## src/rtl/qspi_flash_rsp.sv

```systemverilog
// rtl/qspi_flash_rsp.sv - QSPI serial-flash responder: READ (03), QUAD OUTPUT READ (6B), JEDEC ID (9F)
// SCK/CS_n are oversampled on sys_clk; data bytes come from a byte-wide memory read port.
module qspi_flash_rsp #(
   parameter int          ADDR_W    = 24,
   parameter logic [23:0] JEDEC_ID  = 24'hEF4017,
   parameter int          DUMMY_CYC = 8
) (
   input  logic              sys_clk,
   input  logic              sys_rst_n,
   input  logic              qspi_sck_i,
   input  logic              qspi_cs_n_i,
   input  logic [3:0]        qspi_dq_i,
   output logic [3:0]        qspi_dq_o,
   output logic [3:0]        qspi_dq_oe,
   output logic              mem_rd,
   output logic [ADDR_W-1:0] mem_addr,
   input  logic [7:0]        mem_rdata,
   output logic              busy,
   output logic              cmd_err
);

   typedef enum logic [2:0] {
      S_IDLE, S_CMD, S_ADDR, S_DUMMY, S_DATA1, S_DATA4, S_ID, S_IGNORE
   } state_t;

   localparam logic [7:0] OP_READ    = 8'h03;
   localparam logic [7:0] OP_QREAD   = 8'h6B;
   localparam logic [7:0] OP_RDID    = 8'h9F;
   localparam logic [7:0] ADDR_LAST  = 8'(ADDR_W - 1);
   localparam logic [7:0] DUMMY_LAST = 8'(DUMMY_CYC - 1);

   state_t              r_state, w_state_nxt;
   logic [1:0]          r_sck_sync, r_cs_sync, r_dq0_sync;
   logic                r_sck_d, r_cs_d;
   logic [7:0]          r_bit_cnt;
   logic [2:0]          r_bit_idx;
   logic [7:0]          r_cmd;
   logic [ADDR_W-1:0]   r_addr_sh, r_addr_cnt, r_mem_addr;
   logic [7:0]          r_out_sh, r_hold;
   logic [1:0]          r_id_idx;
   logic                r_mem_rd, r_rd_pend, r_rd_to_hold, r_cmd_err;
   logic [3:0]          r_dq_o, r_dq_oe;

   logic                w_dq0, w_sck_rise, w_sck_fall, w_cs_rise, w_cs_fall;
   logic                w_rise, w_fall, w_cmd_done, w_addr_done, w_dummy_done, w_prefetch;
   logic [7:0]          w_cmd_next;
   logic [ADDR_W-1:0]   w_addr_next, w_addr_inc;
   logic                w_unused_dq;

   assign w_unused_dq  = ^qspi_dq_i[3:1];
   assign w_dq0        = r_dq0_sync[1];
   assign w_sck_rise   = r_sck_sync[1] & ~r_sck_d;
   assign w_sck_fall   = ~r_sck_sync[1] & r_sck_d;
   assign w_cs_rise    = r_cs_sync[1] & ~r_cs_d;
   assign w_cs_fall    = ~r_cs_sync[1] & r_cs_d;
   // A CS_n release masks any SCK edge seen in the same cycle.
   assign w_rise       = w_sck_rise & ~w_cs_rise;
   assign w_fall       = w_sck_fall & ~w_cs_rise;
   assign w_cmd_next   = {r_cmd[6:0], w_dq0};
   assign w_addr_next  = {r_addr_sh[ADDR_W-2:0], w_dq0};
   assign w_addr_inc   = r_addr_cnt + 1'b1;
   assign w_cmd_done   = w_rise && (r_bit_cnt == 8'd7);
   assign w_addr_done  = w_rise && (r_bit_cnt == ADDR_LAST);
   assign w_dummy_done = w_rise && (r_bit_cnt == DUMMY_LAST);
   assign w_prefetch   = w_fall && (r_bit_idx == 3'd0) && (r_state == S_DATA1 || r_state == S_DATA4);

   assign qspi_dq_o  = r_dq_o;
   assign qspi_dq_oe = r_dq_oe;
   assign mem_rd     = r_mem_rd;
   assign mem_addr   = r_mem_addr;
   assign busy       = ~r_cs_sync[1];
   assign cmd_err    = r_cmd_err;

   function automatic logic [7:0] id_byte(input logic [1:0] idx);
      case (idx)
         2'd0:    id_byte = JEDEC_ID[23:16];
         2'd1:    id_byte = JEDEC_ID[15:8];
         default: id_byte = JEDEC_ID[7:0];
      endcase
   endfunction

   always_ff @(posedge sys_clk or negedge sys_rst_n) begin
      if (!sys_rst_n) begin
         r_sck_sync <= 2'b00;
         r_cs_sync  <= 2'b11;
         r_dq0_sync <= 2'b00;
         r_sck_d    <= 1'b0;
         r_cs_d     <= 1'b1;
      end else begin
         r_sck_sync <= {r_sck_sync[0], qspi_sck_i};
         r_cs_sync  <= {r_cs_sync[0], qspi_cs_n_i};
         r_dq0_sync <= {r_dq0_sync[0], qspi_dq_i[0]};
         r_sck_d    <= r_sck_sync[1];
         r_cs_d     <= r_cs_sync[1];
      end
   end

   always_ff @(posedge sys_clk or negedge sys_rst_n) begin
      if (!sys_rst_n) r_state <= S_IDLE;
      else            r_state <= w_state_nxt;
   end

   always_comb begin
      w_state_nxt = r_state;
      if (w_cs_rise) begin
         w_state_nxt = S_IDLE;
      end else if (w_cs_fall) begin
         w_state_nxt = S_CMD;
      end else begin
         case (r_state)
            S_CMD: begin
               if (w_cmd_done) begin
                  case (w_cmd_next)
                     OP_READ, OP_QREAD: w_state_nxt = S_ADDR;
                     OP_RDID:           w_state_nxt = S_ID;
                     default:           w_state_nxt = S_IGNORE;
                  endcase
               end
            end
            S_ADDR: begin
               if (w_addr_done) begin
                  if (r_cmd == OP_QREAD) w_state_nxt = (DUMMY_CYC == 0) ? S_DATA4 : S_DUMMY;
                  else                   w_state_nxt = S_DATA1;
               end
            end
            S_DUMMY: if (w_dummy_done) w_state_nxt = S_DATA4;
            default: ;
         endcase
      end
   end

   always_ff @(posedge sys_clk or negedge sys_rst_n) begin
      if (!sys_rst_n) begin
         r_bit_cnt    <= '0;
         r_bit_idx    <= '0;
         r_cmd        <= '0;
         r_addr_sh    <= '0;
         r_addr_cnt   <= '0;
         r_mem_addr   <= '0;
         r_out_sh     <= '0;
         r_hold       <= '0;
         r_id_idx     <= '0;
         r_mem_rd     <= 1'b0;
         r_rd_pend    <= 1'b0;
         r_rd_to_hold <= 1'b0;
         r_cmd_err    <= 1'b0;
         r_dq_o       <= '0;
         r_dq_oe      <= '0;
      end else begin
         r_mem_rd  <= 1'b0;
         r_cmd_err <= 1'b0;
         // A read already on the bus when CS_n rises still completes, but its data is dropped.
         r_rd_pend <= r_mem_rd & ~w_cs_rise;
         if (w_cs_rise) begin
            r_bit_cnt <= '0;
            r_bit_idx <= '0;
            r_dq_oe   <= '0;
            r_dq_o    <= '0;
         end else if (w_cs_fall) begin
            r_bit_cnt <= '0;
            r_bit_idx <= '0;
            r_cmd     <= '0;
         end else begin
            case (r_state)
               S_CMD: begin
                  if (w_rise) begin
                     r_cmd     <= w_cmd_next;
                     r_bit_cnt <= w_cmd_done ? 8'd0 : r_bit_cnt + 8'd1;
                     if (w_cmd_done) begin
                        r_bit_idx <= '0;
                        r_cmd_err <= !(w_cmd_next inside {OP_READ, OP_QREAD, OP_RDID});
                        if (w_cmd_next == OP_RDID) begin
                           r_out_sh <= id_byte(2'd0);
                           r_id_idx <= 2'd1;
                        end
                     end
                  end
               end
               S_ADDR: begin
                  if (w_rise) begin
                     r_addr_sh <= w_addr_next;
                     if (w_addr_done) begin
                        r_bit_cnt    <= '0;
                        r_bit_idx    <= '0;
                        r_addr_cnt   <= w_addr_next;
                        r_mem_addr   <= w_addr_next;
                        r_mem_rd     <= 1'b1;
                        r_rd_to_hold <= 1'b0;
                     end else begin
                        r_bit_cnt <= r_bit_cnt + 8'd1;
                     end
                  end
               end
               S_DUMMY: if (w_rise) r_bit_cnt <= r_bit_cnt + 8'd1;
               S_DATA1, S_ID: begin
                  if (w_fall) begin
                     r_dq_oe <= 4'b0010;
                     r_dq_o  <= {2'b00, r_out_sh[7], 1'b0};
                     if (r_bit_idx == 3'd7) begin
                        r_bit_idx <= '0;
                        if (r_state == S_ID) begin
                           r_out_sh <= id_byte(r_id_idx);
                           r_id_idx <= (r_id_idx == 2'd2) ? 2'd0 : r_id_idx + 2'd1;
                        end else begin
                           r_out_sh <= r_hold;
                        end
                     end else begin
                        r_bit_idx <= r_bit_idx + 3'd1;
                        r_out_sh  <= {r_out_sh[6:0], 1'b0};
                     end
                  end
               end
               S_DATA4: begin
                  if (w_fall) begin
                     r_dq_oe <= 4'hF;
                     r_dq_o  <= r_out_sh[7:4];
                     if (r_bit_idx == 3'd0) begin
                        r_bit_idx <= 3'd1;
                        r_out_sh  <= {r_out_sh[3:0], 4'h0};
                     end else begin
                        r_bit_idx <= 3'd0;
                        r_out_sh  <= r_hold;
                     end
                  end
               end
               default: ;
            endcase
            // Fetch the following byte while the current one is still shifting out.
            if (w_prefetch) begin
               r_addr_cnt   <= w_addr_inc;
               r_mem_addr   <= w_addr_inc;
               r_mem_rd     <= 1'b1;
               r_rd_to_hold <= 1'b1;
            end
            if (r_rd_pend && (r_state inside {S_DUMMY, S_DATA1, S_DATA4})) begin
               if (r_rd_to_hold) r_hold   <= mem_rdata;
               else              r_out_sh <= mem_rdata;
            end
         end
      end
   end

endmodule

```

## config.mk

```make
export PLATFORM = sky130hd
export DESIGN_NAME = qspi_flash_rsp
export DESIGN_NICKNAME = d
export VERILOG_FILES = /design/src/rtl/qspi_flash_rsp.sv
export SDC_FILE = /design/constraint.sdc
export NUM_CORES = 1
export LEC_CHECK = 0
export ABC_AREA = 1
export BUFFER_PORTS_ARGS = -buffer_cell sky130_fd_sc_hd__buf_2
export CORE_MARGIN = 4
export CORE_UTILIZATION = 40
export CTS_CLUSTER_DIAMETER = 30
export CTS_CLUSTER_SIZE = 12
export DETAILED_ROUTE_END_ITERATION = 8
export GPL_ROUTABILITY_DRIVEN = 1
export PLACE_DENSITY = 0.63
export SLEW_MARGIN = 20
export SYNTH_ARGS = -nofsm -noshare
export SYNTH_HDL_FRONTEND = slang
export SYNTH_SLANG_ARGS = --single-unit
```

## constraint.sdc

```tcl
create_clock -name sys_clk -period 4.05 [get_ports sys_clk]
set_clock_uncertainty 0.1 [all_clocks]
set_input_delay 0.6075 -clock sys_clk [delete_from_list [all_inputs] [get_ports sys_clk]]
set_output_delay 0.6075 -clock sys_clk [all_outputs]
set_load 0.02 [all_outputs]
```

==> flow_metrics.env <==
export IMPL_status="complete, no violations"
export IMPL_io_buffers=47
export IMPL_dp_cells=1039
export IMPL_dieArea_sq_um=16900
export IMPL_dp_hpwl_microns=10600
export IMPL_core_sq_um=14500
export IMPL_cts_root_buf="clkbuf_16"
export IMPL_cts_sinks=105
export IMPL_cts_buffers=9
export IMPL_ys_types=39
export IMPL_worstSetupEndpointType="flop"
export IMPL_async_reset_ff_share_pct=100
export IMPL_final_setup_worst_slack_ns=1.18
export IMPL_cts_setup_buffers=0
export IMPL_via_per_inst=5.00
export IMPL_gp_congestion=0.901
export IMPL_clkTransAtPathRegs_ns=0.07
export IMPL_grt_max_degree=62
export IMPL_cp_arrival_ns=3.05
export IMPL_drtIter0Drc=382
export IMPL_cpMaxStageDelayCell="dfstp_2"
export IMPL_nFillCells=1549
export IMPL_max_stage_delay_ns=0.53
export IMPL_netlist_instances=825
export IMPL_critPathRequiredTime_ns=4.23
export IMPL_crit_fanout=17
export IMPL_path_buf_inv=4
export IMPL_place_ws_ns=1.17
export IMPL_cap_violations=0
export IMPL_hp_class="in2async"
export IMPL_diodes=0
export IMPL_yosys_register_bits=105
export IMPL_dr_pass1_iters=5
export IMPL_netlist_area_sq_um=5950
export IMPL_die_x_microns=130
export IMPL_grtUsageTotal_pct=17.8
export IMPL_slew_viol_final=0
export IMPL_setup_violations=0
export IMPL_synth_ff_type="dfrtp_1"
export IMPL_top_level_ports=51
export IMPL_grt_pass1_vias=4816
export IMPL_cts_buffer_depth=2
export IMPL_drive_above_1_share_pct=12.6
export IMPL_start_kind="flop"
export IMPL_tightest_slew_ns=0.781
export IMPL_synth_nets=848
export IMPL_grt_pass1_wl_microns=24000
export IMPL_crit_top_cell="inv_2"
export IMPL_clock_latency_ns=0.35
export IMPL_finalHoldViolations=0
export IMPL_die_height_microns=130
export IMPL_synth_edf_count=0
export IMPL_synthesis_area_per_instance_sq_um=7.21
export IMPL_ctsResizeCount=0
export IMPL_setup_tns_ns=0
export IMPL_fin_total_pwr_mw=3.95
export IMPL_antenna_found_initial=0
export IMPL_ant_nets=0
export IMPL_grt_ovfl_total=0
export IMPL_cts_hold_buffers=0
export IMPL_wl_per_cell_microns=13.8
export IMPL_min_period_over_period_pct=70.9
export IMPL_peakVddDrop_v=0.000334
export IMPL_fin_cells=1055
export IMPL_yosysWarnings=0
export IMPL_slew_headroom_pct=47.9
export IMPL_power_leakage_nw=3.26
export IMPL_nNetsFinal=889
export IMPL_p_per_area_nw_per_um2=595
export IMPL_via_count=5277
export IMPL_cp_top_family="simple AND/OR/NAND/NOR gates"
export IMPL_drt_wl_total_microns=14500
export IMPL_path_cells="inv_1, ha_1, inv_2, nand3_2, inv_2, nand2_2, nand2_1, nand2_1, inv_2, o21ai_0, o21ai_1"
export IMPL_yosysSeqAreaShare_pct=44.2
export IMPL_worstSetupPathType="reg2reg"
export IMPL_row_count=44
export IMPL_initial_utilization_pct=40.9
export IMPL_post_route_min_period_ns=2.87
export IMPL_areaGrowthSynthToFinish_pct=11.6
export IMPL_drc_errors=0
export IMPL_h_tree_depth=3
export IMPL_cts_tree="done"
export IMPL_rsz0062_at_grt="no"
export IMPL_fmax_mhz=348
## through the flow
step	hold WS [ns]	instance area, sq um	utilization (%)
after detailed placement	0.240	6340	43.6
after floorplan	0.212	5950	-
after global placement	0.236	6340	43.6
after global routing	0.200	6640	45.7
after CTS	0.179	6640	45.7
final	0.160	6640	45.7
## power by group
group          total (mW)  switching, mW  leakage, nW  internal [mW]
Sequential           1.68          0.331         1.36           1.35
Combinational        1.40          0.938         1.76          0.461
Clock               0.873          0.411        0.146          0.462
## logic make-up (layout without fill, tap and decap cells)
family                     after synthesis  count (layout)  synth area share (%)
muxes                                    5               5                  1.20
AOI/OAI and AO/OA                      135             135                  11.9
DFF                                    105             105                  44.2
adders and majority gates                7               7                  1.47
and+or+nand+nor                        448             448                  32.7
buffers and inverters                  125             171                  8.52
## flip-flops by register name, indices dropped and copies added (netlist names), 2 cells and up
| register | count |
|---|---|
| mem_addr | 24 |
| r_addr_sh | 23 |
| r_bit_cnt | 8 |
| r_cmd | 8 |
| r_hold | 8 |
| r_out_sh | 8 |
| qspi_dq_o | 4 |
| r_bit_idx | 3 |
| r_state | 3 |
| qspi_dq_oe | 2 |
| r_cs_sync | 2 |
| r_dq0_sync | 2 |
| r_id_idx | 2 |
| r_sck_sync | 2 |
## worst reg2reg max path, delay by kind of cell, from the launching register on
kind	cells	cell delay (ns)
buf+inv	4	0.60
fa+ha+maj	1	0.24
compound gates	2	0.36
flops	1	0.53
simple gates	4	0.99
## final cells by class
type	instances	area, sq um	area share [%]
clock buffers	11	253	3.81
clock inverters	5	47.5	0.716
inverters	106	403	6.07
multi-input cells	595	2810	42.3
flip-flops and latches	105	2630	39.6
well taps	184	230	3.47
repair buffers	49	265	4.00
## synth_stat cells (3+ instances only)
library cell	instances	share of area [%]
inv_2	10	0.63
dfrtp_1	102	43
a21oi_1	34	2.9
nand3_1	64	5.4
o211ai_1	4	0.50
nand2_2	8	0.84
o22ai_1	7	0.74
nand3_2	3	0.50
dfstp_2	3	1.3
buf_2	8	0.67
o21ai_1	7	0.59
nand3b_1	4	0.50
nor3_1	17	1.4
nor2_2	6	0.63
buf_4	4	0.50
mux2_4	4	1.0
clkbuf_1	5	0.32
nor2_1	74	4.7
o21ai_0	79	6.6
nand4_1	13	1.4
nand2_1	250	16
inv_1	93	5.9
ha_1	7	1.5
## metal layers
layer / wire (microns) / vias up / track usage, %
met5: 0 / - / 0
met4: 212 / 0 / 4.95
met1: 7100 / 2427 / 24.5
li1: - / 2751 / -
met2: 6650 / 86 / 28.5
met3: 562 / 13 / 4.18
## path summary, 6_finish.rpt
| check | cells past startpoint | slack (ns) | start | to |
|---|---|---|---|---|
| worst max register to register | 11 | 1.18 | r_cs_d | mem_addr[12] |
| max in group asynchronous | 2 | 2.92 | sys_rst_n | r_cs_d |
| worst min-delay path | 1 | 0.16 | sys_rst_n | r_dq0_sync[0] |
| min in group sys_clk | 0 | 0.25 | r_sck_sync[0] | r_sck_sync[1] |
| worst min register to register | 0 | 0.25 | r_sck_sync[0] | r_sck_sync[1] |
| worst max-delay path | 11 | 1.18 | r_cs_d | mem_addr[12] |
## cells in the final DEF, fill, tap and decap left out, types with 2 or more instances in the layout
master,instances
nor3_1,17
o21ai_0,79
inv_1,93
buf_4,2
nand3b_1,4
inv_8,2
a22oi_1,2
nand4_1,13
dfrtp_1,102
clkbuf_8,2
mux2_4,4
clkbuf_16,9
dfstp_2,3
clkinv_4,2
nand3_1,64
nor2_2,6
nand3_2,3
inv_2,10
o22ai_1,7
o211ai_1,4
nand2_1,250
nand2_2,8
a21oi_1,34
nor2_1,74
buf_2,46
nor2_4,2
o21ai_1,7
ha_1,7
inv_4,2
Power figures use the tool's default switching activity.
